$ cat config.mk
export PLATFORM = sky130hd
export DESIGN_NAME = pearson_hash_ctrl
export DESIGN_NICKNAME = d
export VERILOG_FILES = /design/src/rtl/pearson_hash_ctrl.sv
export SDC_FILE = /design/constraint.sdc
export NUM_CORES = 1
export LEC_CHECK = 0
export ABC_AREA = 1
export CAP_MARGIN = 30
export CORE_MARGIN = 2
export CORE_UTILIZATION = 49
export DETAILED_ROUTE_END_ITERATION = 10
export PLACE_DENSITY = 0.87
export SYNTH_ARGS = -nofsm -noshare
export SYNTH_HDL_FRONTEND = slang
export SYNTH_SLANG_ARGS = --single-unit
$ cat constraint.sdc
create_clock -name clk -period 3.5 [get_ports clk]
set_clock_uncertainty 0.05 [all_clocks]
set_input_delay 1.05 -clock clk [delete_from_list [all_inputs] [get_ports clk]]
set_output_delay 1.05 -clock clk [all_outputs]
set_load 0.005 [all_outputs]
$ cat src/rtl/pearson_hash_ctrl.sv
// Pearson hash controller: one message byte per two cycles, hashed through an external permutation table.
// Optional saturating byte counter enabled by defining PEARSON_BYTE_CNT_EN.
module pearson_hash_ctrl #(
    parameter int unsigned                  DATA_WIDTH = 8,
    parameter logic [DATA_WIDTH-1:0]        SEED       = 8'h00
) (
    input  logic                  clk,
    input  logic                  rst_n,
    input  logic                  start,
    input  logic [DATA_WIDTH-1:0] msg_byte,
    input  logic                  msg_valid,
    input  logic                  msg_last,
    output logic                  msg_ready,
    output logic [DATA_WIDTH-1:0] tbl_addr,
    output logic                  tbl_cs,
    output logic                  tbl_oe,
    output logic                  tbl_we,
    input  logic [DATA_WIDTH-1:0] tbl_data,
    output logic [DATA_WIDTH-1:0] hash_out,
    output logic                  hash_valid,
    output logic                  busy,
    output logic [15:0]           byte_count
);

    localparam int unsigned CNT_W = 16;

    typedef enum logic [1:0] {IDLE, ACCEPT, READ, DONE} state_e;

    state_e                state_q, state_d;
    logic [DATA_WIDTH-1:0] h_q, h_d;
    logic [DATA_WIDTH-1:0] idx_q, idx_d;
    logic                  last_q, last_d;
    logic [DATA_WIDTH-1:0] hash_out_q, hash_out_d;
    logic [DATA_WIDTH-1:0] tbl_addr_q, tbl_addr_d;
    logic                  tbl_rd_q, tbl_rd_d;
    logic                  msg_ready_q, msg_ready_d;
    logic                  hash_valid_q, hash_valid_d;
    logic                  busy_q, busy_d;

    // Next-state logic; outputs are decoded from the next state so they are registered yet aligned with it.
    always_comb begin
        state_d    = state_q;
        h_d        = h_q;
        idx_d      = idx_q;
        last_d     = last_q;
        hash_out_d = hash_out_q;
        case (state_q)
            IDLE: begin
                if (start) begin
                    state_d = ACCEPT;
                    h_d     = SEED;
                end
            end
            ACCEPT: begin
                if (msg_valid) begin
                    idx_d   = h_q ^ msg_byte;
                    last_d  = msg_last;
                    state_d = READ;
                end
            end
            READ: begin
                h_d = tbl_data;
                if (last_q) begin
                    state_d    = DONE;
                    hash_out_d = tbl_data;
                end else begin
                    state_d = ACCEPT;
                end
            end
            DONE: begin
                if (start) begin
                    state_d = ACCEPT;
                    h_d     = SEED;
                end else begin
                    state_d = IDLE;
                end
            end
            default: state_d = IDLE;
        endcase

        msg_ready_d  = (state_d == ACCEPT);
        busy_d       = (state_d == ACCEPT) || (state_d == READ);
        tbl_rd_d     = (state_d == READ);
        tbl_addr_d   = (state_d == READ) ? idx_d : '0;
        hash_valid_d = (state_d == DONE);
    end

    always_ff @(posedge clk or negedge rst_n) begin
        if (!rst_n) begin
            state_q      <= IDLE;
            h_q          <= SEED;
            idx_q        <= '0;
            last_q       <= 1'b0;
            hash_out_q   <= '0;
            tbl_addr_q   <= '0;
            tbl_rd_q     <= 1'b0;
            msg_ready_q  <= 1'b0;
            hash_valid_q <= 1'b0;
            busy_q       <= 1'b0;
        end else begin
            state_q      <= state_d;
            h_q          <= h_d;
            idx_q        <= idx_d;
            last_q       <= last_d;
            hash_out_q   <= hash_out_d;
            tbl_addr_q   <= tbl_addr_d;
            tbl_rd_q     <= tbl_rd_d;
            msg_ready_q  <= msg_ready_d;
            hash_valid_q <= hash_valid_d;
            busy_q       <= busy_d;
        end
    end

    assign msg_ready  = msg_ready_q;
    assign busy       = busy_q;
    assign tbl_addr   = tbl_addr_q;
    assign tbl_cs     = tbl_rd_q;
    assign tbl_oe     = tbl_rd_q;
    assign tbl_we     = 1'b0;
    assign hash_out   = hash_out_q;
    assign hash_valid = hash_valid_q;

`ifdef PEARSON_BYTE_CNT_EN
    logic [CNT_W-1:0] cnt_q, cnt_d;

    // Cleared on an accepted start, saturating increment per accepted byte.
    always_comb begin
        cnt_d = cnt_q;
        if (start && ((state_q == IDLE) || (state_q == DONE))) begin
            cnt_d = '0;
        end else if ((state_q == ACCEPT) && msg_valid && (cnt_q != '1)) begin
            cnt_d = cnt_q + CNT_W'(1);
        end
    end

    always_ff @(posedge clk or negedge rst_n) begin
        if (!rst_n) begin
            cnt_q <= '0;
        end else begin
            cnt_q <= cnt_d;
        end
    end

    assign byte_count = cnt_q;
`else
    assign byte_count = '0;
`endif

endmodule

======== Yosys cells after proc, flatten, opt, wreduce, memory -nomap -nowiden ========
Cells that the tools add are included.
word-level totals
  flip-flop bits (word level) ............. 39
  input port bits ......................... 21
  output and inout port bits .............. 38
  word-level logic and storage cells ...... 35
cells by class
  eq/ne operators ......................... 7
  mux-type cells .......................... 10
  bitwise operators ....................... 1
  reductions and logical operators ........ 7
operators by type and width
  operator              number
  $mux W8               4
  $pmux W8 S2           1
  $eq A2 B2 Y1 const B  4
  $pmux W2 S4           1
  $xor A8 B8 Y8         1
  $mux W2               3
  $reduce_and A2 Y1     3
  $eq A2 B1 Y1 const B  2
  $logic_not A2 Y1      1
  $ne A2 B1 Y1 const B  1
  $reduce_bool A2 Y1    1
  $reduce_or A2 Y1      1
  $logic_or A1 B1 Y1    1
  $mux W1               1

======== Logic depth before layout (Yosys ltp) ========
Gate-level depths: netlist (run 1).
  word-level depth ........................ 4
  gate-level depth with buffers ........... 10
  gate-level depth less buffers ........... 9

======== Worst setup path before layout (run 1) ========
Ideal clock, no wire load.
  kind .................................... input to register
  from .................................... input msg_valid
  to ...................................... register tbl_addr_q[0] (netlist: tbl_addr[0])
  setup time .............................. 124 ps
  arrival time ............................ 1,820 ps
  required time ........................... 3,326 ps
  slack ................................... 1,506 ps
  cell stages on the path ................. 8
  buffers on the path ..................... 1
  cells stage by stage .................... nand2_2 -> buf_6 -> nand3_2 -> nor2_1 -> nor2_1 -> ha_1 -> inv_1 -> nor2_1
between the ends
  cells in the longest elaborated chain, start to end .. 4
  elaborated cells on any way between the ends .. 6
  classes of those cells .................. eq/ne (1); mux (5)
RTL lines
  element                 line  RTL
  start: declaration      11    input logic msg_valid,
  $mux W2                 55    if (msg_valid) begin
  $pmux W2 S4             47    case (state_q)
  via state_d[1]          29    state_e state_q, state_d;
  $eq A2 B2 Y1            84    tbl_addr_d = (state_d == READ) ? idx_d : '0;
  $mux W8                 84
  via tbl_addr_d[0]       34    logic [DATA_WIDTH-1:0] tbl_addr_q, tbl_addr_d;
  end signal: assignment  106   tbl_addr_q <= tbl_addr_d;
  end: declaration        34
The timed path passes the listed nets, and every way through them passes these cells.
A chain may end at the register's enable or synchronous reset.

======== Worst setup path after layout (run 1) ========
  from .................................... input msg_valid
  to ...................................... register tbl_addr_q[3] (netlist: tbl_addr[3])
The elaborated chain is that of the path after synthesis.

==> flow_summary.toml, run 1 <==
[outcome]
outcome = "finished, final reports clean"

[logic_synthesis]
syn-mean-instance-area_sq_um = 8.45
yosys_register_bits = 39
synth_top_area_share_pct = 53.0
synth-main-ff-cell = "dfrtp_1"
synth_cell_type_count = 18
synthTopCellsByCount = "72 x nand2_1, 39 x dfrtp_1, 39 x inv_1"
ys_warn_count = 0
yosys-top-cells-area = "dfrtp_1 53%, nand2_1 15%, inv_1 7.9%, buf_4 7.3%, ha_1 5.4%"
yosys.area.top_type = "dfrtp_1"
synth_area_sq_um = 1840
yosysMostFrequentCell = "nand2_1"
synthArstFlopShare_pct = 100
synthCells = 218
ys_seq_area_share_pct = 53.0
synth-edff-count = 0

[global_route]
antenna_found_initial = 0
grt_overflow = 0
grt_pass1_vias = 1251
grt_max_degree = 40
grt_pass1_wl_microns = 5530
grt_use_total_pct = 17.5

[floorplanning]
rows = 22
die_h_microns = 65.3
die_w_microns = 65.3
dieArea_sq_um = 4270
ios = 59
initial_core_util_pct = 50.7
core-area_sq_um = 3630

[clock_network]
clock-sinks = 39
tritoncts = "done"
cts_resized = 0
cts_buffers = 5
ctsRootBufferMaster = "clkbuf_8"
cts_hold_buf = 0
htreeDepth = 2
cts_setup_buffers = 0
clkTransAtPathRegs_ns = 0.07
cts.path.max_buffers = 2
insertion_delay_ns = 0.29

[timing]
period_minus_slack_ns = 2.40
fin_ws_ns = 1.10
worst_pin_slew_ns = 0.831
setup_tns_ns = 0
hold_viol_final = 0
slew_headroom_pct = 44.6
fin_crit_sh_pct = 68.6
setup_viol = 0
hold_ws_ns = 0.436
finalMaxSlewViolations = 0
fmax_mhz = 417
rsz0062_at_grt = "no"

[power]
netSwitchingPower_mw = 0.644
p_leak_nw = 1.25
p_clk_share_pct = 17.9
finalPower_mw = 1.80
vdd_drop_max_uv = 419
swShare_pct = 35.7
internal-power_mw = 1.16
powerDensity_nw_per_um2 = 776
power_frac_seq_pct = 39.4
combPwrFrac_pct = 42.7

[layout]
drive_gt1_share_pct = 5.68
final_util_pct = 63.9
area_growth_pct = 26.0
n_fill_cell = 310
design_area_sq_um = 2320
fin_nets = 292
num_antenna_cells = 0
layoutNonFillerInstCount = 312

[place]
dp_cells = 304
dp_hpwl_microns = 2480
gp_congestion = 0.908
pre_cts_ws_ns = 0.794
io_buffers = 41
placed_area_sq_um = 2220

[worst_setup_path]
path_class = "in -> reg"
worstPathMaxFanout = 11
critPathArrivalTime_ns = 2.57
required_ns = 3.67
end_kind = "flop"
crit_path_start_kind = "input port"

[route]
dr.pass1.iters = 4
drt-initial-drc-count = 49
drc = 0
detail_route.wl_per_cell_microns = 10.7
drt_wl_total_microns = 3340
vias = 1367
via_per_inst = 4.38
ant_nets = 0

[worst_hold_path]
hold_path_class = "reg -> reg"

[flow_run]
drv_cap = 0
## power by group through the flow
stage / combinational [mW] / clock, mW / sequential (mW)
finish: 0.769 / 0.323 / 0.709
CTS: 0.779 / 0.327 / 0.711
detailed placement: 0.771 / 0 / 0.715
global route: 0.881 / 0.349 / 0.727
global placement: 0.737 / 0 / 0.711
floorplan: 0.464 / 0 / 0.712
## metal layers
layer	vias up	routed length, microns	GRT usage [%]
li1	704	-	-
met1	608	1500	22.8
met2	47	1540	27.0
met3	8	225	3.94
met4	0	87	10.2
met5	-	0	0
## path summary, 6_finish.rpt
| path | start | to | slack, ns | cells past startpoint |
|---|---|---|---|---|
| max reg2reg | state_q[0]$_DFF_PN0_ | tbl_addr[3]$_DFF_PN0_ | 1.50 | 9 |
| max in group asynchronous | rst_n | tbl_addr[4]$_DFF_PN0_ | 2.06 | 1 |
| min reg2reg | hash_out[2]$_DFFE_PN0P_ | hash_out[2]$_DFFE_PN0P_ | 0.44 | 2 |
| min in group asynchronous | rst_n | msg_ready$_DFF_PN0_ | 0.81 | 1 |
| min | hash_out[2]$_DFFE_PN0P_ | hash_out[2]$_DFFE_PN0P_ | 0.44 | 2 |
| max | msg_valid | tbl_addr[3]$_DFF_PN0_ | 1.10 | 8 |
## final cells by class
type | instances | area, sq um | area share [%]
repair buffers | 41 | 405 | 17.5
well taps | 48 | 60.1 | 2.59
multi-input cells | 134 | 622 | 26.8
inverters | 42 | 158 | 6.79
clock buffers | 8 | 100 | 4.31
flip-flops and latches | 39 | 976 | 42.0
## flip-flops by register name, summed over array words and instances (netlist names)
register    count
busy            1
h_q             8
hash_out        8
state_q         2
idx_q           8
tbl_cs          1
last_q          1
tbl_addr        8
msg_ready       1
hash_valid      1
## cell families after synthesis
group | Yosys count | synth area share, %
simple gates | 96 | 20.9
buf+inv | 61 | 16.5
flops | 39 | 53.0
compound gates | 13 | 4.01
fa+ha+maj | 8 | 5.43
other cells | 1 | 0.204
## layout by cell type, fill, tap and decap left out
master           instances
conb_1                  17
clkbuf_8                 7
nor2_1                  11
o21bai_1                 1
a21oi_1                  2
buf_2                    1
inv_2                    3
o21ai_2                  1
nand3_2                  1
clkbuf_1                 1
inv_1                   39
o31ai_1                  1
nor3_1                   1
nand3_1                  9
nand2_1                 72
dfrtp_1                 39
ha_1                     8
o21ai_0                  8
clkdlybuf4s50_1         40
nand2_2                  2
## critical path, stage by stage
cell	delay (ns)
clkdlybuf4s50_1	0.52
nand2_2	0.17
nand3_2	0.11
nor2_1	0.04
nor2_1	0.23
ha_1	0.20
inv_1	0.11
nor2_1	0.14
No activity file was read; power rests on OpenSTA's default activity.
==> inputs of run 2 (changes only) <==
CORE_UTILIZATION = 46   (was 49)
PLACE_DENSITY = 0.83   (was 0.87)
clock period = 2.3 ns   (was 3.5 ns; I/O delays follow)
==> run 2 against run 1 <==
Effect of this change: register-to-register slack got worse by 1.1 ns; global-route usage increased by 0.87 points; flip-flop and latch count unchanged; power increased by 57%; core utilization decreased by 1.2 points; critical endpoint is now tbl_addr[2]$_DFF_PN0_; highest routed layer unchanged.
==> flow_summary.toml, run 2 (synthesized netlist as in run 1, its figures left out) <==
[outcome]
outcome = "finished, final reports clean"

[route]
drc = 0
dr.pass1.iters = 4
via_per_inst = 4.50
vias = 1414
ant_nets = 0
drt-initial-drc-count = 98
detail_route.wl_per_cell_microns = 11.6
drt_wl_total_microns = 3650

[worst_hold_path]
hold_path_class = "in -> async"

[place]
io_buffers = 41
pre_cts_ws_ns = 0.0808
dp_hpwl_microns = 2670
gp_congestion = 0.816

[worst_setup_path]
worst_path_max_delay_cell = "clkdlybuf4s50_1"
cpPeakStageDelay_ns = 0.47
path_class = "in -> reg"
end_kind = "flop"
crit_buf_inv = 3
cp_top_family = "buffers and inverters"
critPathArrivalTime_ns = 2.04
required_ns = 2.42
cp_cell_sequence = "clkdlybuf4s50_1 -> inv_1 -> a21oi_1 -> nor2_1 -> ha_1 -> inv_1 -> nor2_1"
crit_path_start_kind = "input port"
worstPathMaxFanout = 8

[timing]
worst_pin_slew_ns = 0.536
fin_ws_ns = 0.376
fin_crit_sh_pct = 83.7
hold_viol_final = 0
finalMaxSlewViolations = 0
period_minus_slack_ns = 1.92
fmax_mhz = 520
setup_viol = 0
slew_headroom_pct = 63.9
rsz0062_at_grt = "no"
setup_tns_ns = 0

[layout]
area_growth_pct = 27.4
n_fill_cell = 317
final_common_cell = "nand2_1"
final_cell_mix = "72 x nand2_1, 40 x clkdlybuf4s50_1, 39 x inv_1, 39 x dfrtp_1, 17 x conb_1"
fin_nets = 295
drive_gt1_share_pct = 6.39
num_antenna_cells = 0

[power]
powerDensity_nw_per_um2 = 1200
p_leak_nw = 1.27
finalPower_mw = 2.83
vdd_drop_max_uv = 650

[clock_network]
cts_resized = 0
cts_hold_buf = 0
cts_buffers = 5
cts.path.max_buffers = 2
tritoncts = "done"
cts_setup_buffers = 0
insertion_delay_ns = 0.29
clock-sinks = 39
ctsRootBufferMaster = "clkbuf_8"
clkTransAtPathRegs_ns = 0.07
htreeDepth = 2

[global_route]
grt_use_met1_pct = 22.2
grt_pass1_vias = 1339
antenna_found_initial = 0
grt.met2_usage_pct = 30.0
grt_max_degree = 40
grt_pass1_wl_microns = 6020
grt_util_met3_pct = 6.50
grt_use_total_pct = 18.4
grt_overflow = 0
gr-max-usage-layer = "met2"

[flow_run]
drv_cap = 0

[floorplanning]
die_w_microns = 67.3
dieArea_sq_um = 4530
die_h_microns = 67.3
initial_core_util_pct = 49.2
ios = 59
core-area_sq_um = 3740
rows = 22
run 2: cell count changes in the layout (fill, tap and decap cells not counted):
cell	delta
bufinv_16	+1
clkbuf_8	-2
buf_4	+3
run 2: final cells by class:
cell class                      count  area (sq um)  share of cell area (%)
Clock buffer                        6          72.6                    3.09
Clock inverter                      1          30.0                    1.28
Inverter                           42           158                    6.72
Multi-Input combinational cell    134           622                    26.5
Sequential cell                    39           976                    41.6
Tap cell                           48          60.1                    2.56
Timing Repair Buffer               44           428                    18.2
run 2: worst paths after layout:
check                      cells past startpoint                    start                      end  slack (ns)
max in group asynchronous                      2                    rst_n       h_q[1]$_DFFE_PN0P_        1.48
hold reg to reg                                2  hash_out[7]$_DFFE_PN0P_  hash_out[7]$_DFFE_PN0P_        0.43
setup reg to reg                               9     state_q[0]$_DFF_PN0_    tbl_addr[2]$_DFF_PN0_        0.42
min in group clk                               2  hash_out[7]$_DFFE_PN0P_  hash_out[7]$_DFFE_PN0P_        0.43
setup / recovery                               7                    start    tbl_addr[2]$_DFF_PN0_        0.38
hold / removal                                 2                    rst_n      msg_ready$_DFF_PN0_        0.38
run 2: per-layer routing:
layer	up-vias	routed length, microns
met4	0	93
met3	12	208
met5	-	0
met2	45	1800
met1	656	1540
li1	701	-
run 2: per-stage QoR:
stage | hold WS, ns | instances | cell area (sq um) | util, %
5_1_grt | 0.428 | 314 | 2350 | 62.7
3_5_place_dp | 0.418 | 307 | 2240 | 59.9
4_1_cts | 0.406 | 314 | 2350 | 62.7
6_report | 0.382 | 314 | 2350 | 62.7
2_1_floorplan | 0.344 | 234 | 1900 | -
3_3_place_gp | 0.421 | 307 | 2240 | 59.9
run 2: power by group:
part | switching, mW | leakage (nW) | internal (mW)
sequential | 0.117 | 0.485 | 0.960
clock | 0.221 | 0.0513 | 0.318
combinational | 0.663 | 0.732 | 0.547
total | 1.00 | 1.27 | 1.82
==> inputs of run 3 (changes only) <==
CORE_UTILIZATION = 41   (was 46)
PLACE_DENSITY = 0.78   (was 0.83)
clock period = 1.6 ns   (was 2.3 ns; I/O delays follow)
==> run 3 against run 2 <==
Effect of this change: sequential power rose by 43%; final area grew 7.9%; setup slack lost 0.36 ns; routed wire length up 9.2%; non-clock buffer count grew 12; register-to-register slack got worse by 0.40 ns; global-route usage decreased by 2.8 points; core utilization is 4.5 points lower; via count is 7.4% higher; power is 64% higher; highest routed layer unchanged.
==> flow_summary.toml, run 3 (synthesized netlist as in run 1, its figures left out) <==
[outcome]
outcome = "finished, final reports clean"

[worst_setup_path]
critPathArrivalTime_ns = 1.71
startpoint = "state_q[1]$_DFF_PN0_"
worst_path_max_delay_cell = "dfrtp_1"
r2r_slack_ns = 0.02
crit_path_start_kind = "flop"
cp_cell_sequence = "inv_2 -> ha_4 -> inv_2 -> nand3_2 -> nor2_2 -> nor2_2 -> ha_2 -> inv_6 -> nor2_1"
end_kind = "flop"
r2r_start = "state_q[1]$_DFF_PN0_"
cpPeakStageDelay_ns = 0.45
cp_top_family = "flip-flops"
reg2reg_to = "tbl_addr[0]$_DFF_PN0_"
required_ns = 1.73
worstPathMaxFanout = 8
crit_end = "tbl_addr[0]$_DFF_PN0_"
path_class = "reg -> reg"
r2r_cells = 9
cp.depth = 9
crit_buf_inv = 3

[global_route]
antenna_found_initial = 0
grt_pass1_vias = 1409
grt_pass1_wl_microns = 6220
grt_use_total_pct = 15.6
grt_overflow = 0
grt_max_degree = 40

[timing]
hold_viol_final = 0
fmax_mhz = 631
fin_crit_sh_pct = 99.0
fin_ws_ns = 0.0153
rsz0062_at_grt = "yes"
period_minus_slack_ns = 1.58
setup_viol = 0
hold_ws_ns = 0.184
finalMaxSlewViolations = 0

[clock_network]
clkTransAtPathRegs_ns = 0.07
clock-sinks = 39
ctsRootBufferMaster = "clkbuf_8"
cts_buffers = 5
insertion_delay_ns = 0.28
tritoncts = "done"
cts.path.max_buffers = 2
cts_hold_buf = 0
htreeDepth = 2

[route]
drt_wl_total_microns = 3980
vias = 1519
drc = 0
detail_route.wl_per_cell_microns = 12.0
drt-initial-drc-count = 114
via_per_inst = 4.59
dr.pass1.iters = 4
ant_nets = 0

[floorplanning]
initial_core_util_pct = 42.3
die_w_microns = 71.0
die_h_microns = 71.0
ios = 59
core-area_sq_um = 4350
rows = 24
dieArea_sq_um = 5040

[power]
vdd_drop_max_uv = 852
p_leak_nw = 1.40
finalPower_mw = 4.62
powerDensity_nw_per_um2 = 1830

[layout]
area_growth_pct = 37.4
drive_gt1_share_pct = 18.3
fin_nets = 307
num_antenna_cells = 0
final_cell_mix = "71 x nand2_1, 39 x dfrtp_1, 35 x inv_1, 21 x dlygate4sd2_1, 19 x clkdlybuf4s50_1"
final_common_cell = "nand2_1"

[place]
dp_hpwl_microns = 2740
pre_cts_ws_ns = -0.244
io_buffers = 41
gp_congestion = 0.837

[worst_hold_path]
hold_path_class = "in -> async"

[flow_run]
drv_cap = 0
run 3: worst min path at each step:
stage / start / to / slack (ns) / cells after the start
after global routing: rst_n / hash_out[4]$_DFFE_PN0P_ / 0.22 / 2
after detailed placement: hash_out[1]$_DFFE_PN0P_ / hash_out[1]$_DFFE_PN0P_ / 0.42 / 2
final: rst_n / msg_ready$_DFF_PN0_ / 0.18 / 2
after CTS: rst_n / msg_ready$_DFF_PN0_ / 0.19 / 2
after global placement: hash_out[5]$_DFFE_PN0P_ / hash_out[5]$_DFFE_PN0P_ / 0.41 / 2
after floorplan: rst_n / busy$_DFF_PN0_ / 0.13 / 0
run 3: layer usage:
layer  up-vias  GRT usage, %  share of wire [%]
li1        732             -                  -
met3        10          4.13                5.4
met4         0          6.92                2.2
met5         -             0                  0
met2        50          26.3                 52
met1       727          18.9                 40
run 3: layout make-up:
class	instances	area [sq um]
well taps	52	65.1
fillers	366	1820
clock inverters	2	60.1
inverters	42	163
repair buffers	56	495
clock buffers	6	72.6
flip-flops and latches	39	976
multi-input cells	134	699
run 3: metrics by stage:
step           instances  util [%]  instance area, sq um  TNS, ns
6_report             331      58.1                  2530        0
5_1_grt              331      58.1                  2530   -0.322
4_1_cts              328      56.0                  2440        0
3_5_place_dp         318      52.9                  2300    -4.77
3_3_place_gp         318      52.9                  2300    -3.86
2_1_floorplan        234         -                  1900        0
run 3: repair_timing:
action | in CTS | in global routing
resized for setup | 24 | 22
setup endpoints to repair | 31 | 12
setup buffers | 2 | 3
pin swaps | 0 | 5
cloned | 0 | 0
run 3: worst register-to-register path, cell delays in order (launching register included):
cell and delay (ns):
dfrtp_1 0.45, inv_2 0.09, ha_4 0.18, inv_2 0.07, nand3_2 0.10, nor2_2 0.13, nor2_2 0.05, ha_2 0.21
inv_6 0.10, nor2_1 0.06
run 3: power by group:
group	leakage [nW]	switching (mW)	internal [mW]	total [mW]
clock network	0.0654	0.314	0.623	0.937
registers	0.485	0.157	1.38	1.54
logic	0.853	1.19	0.957	2.15
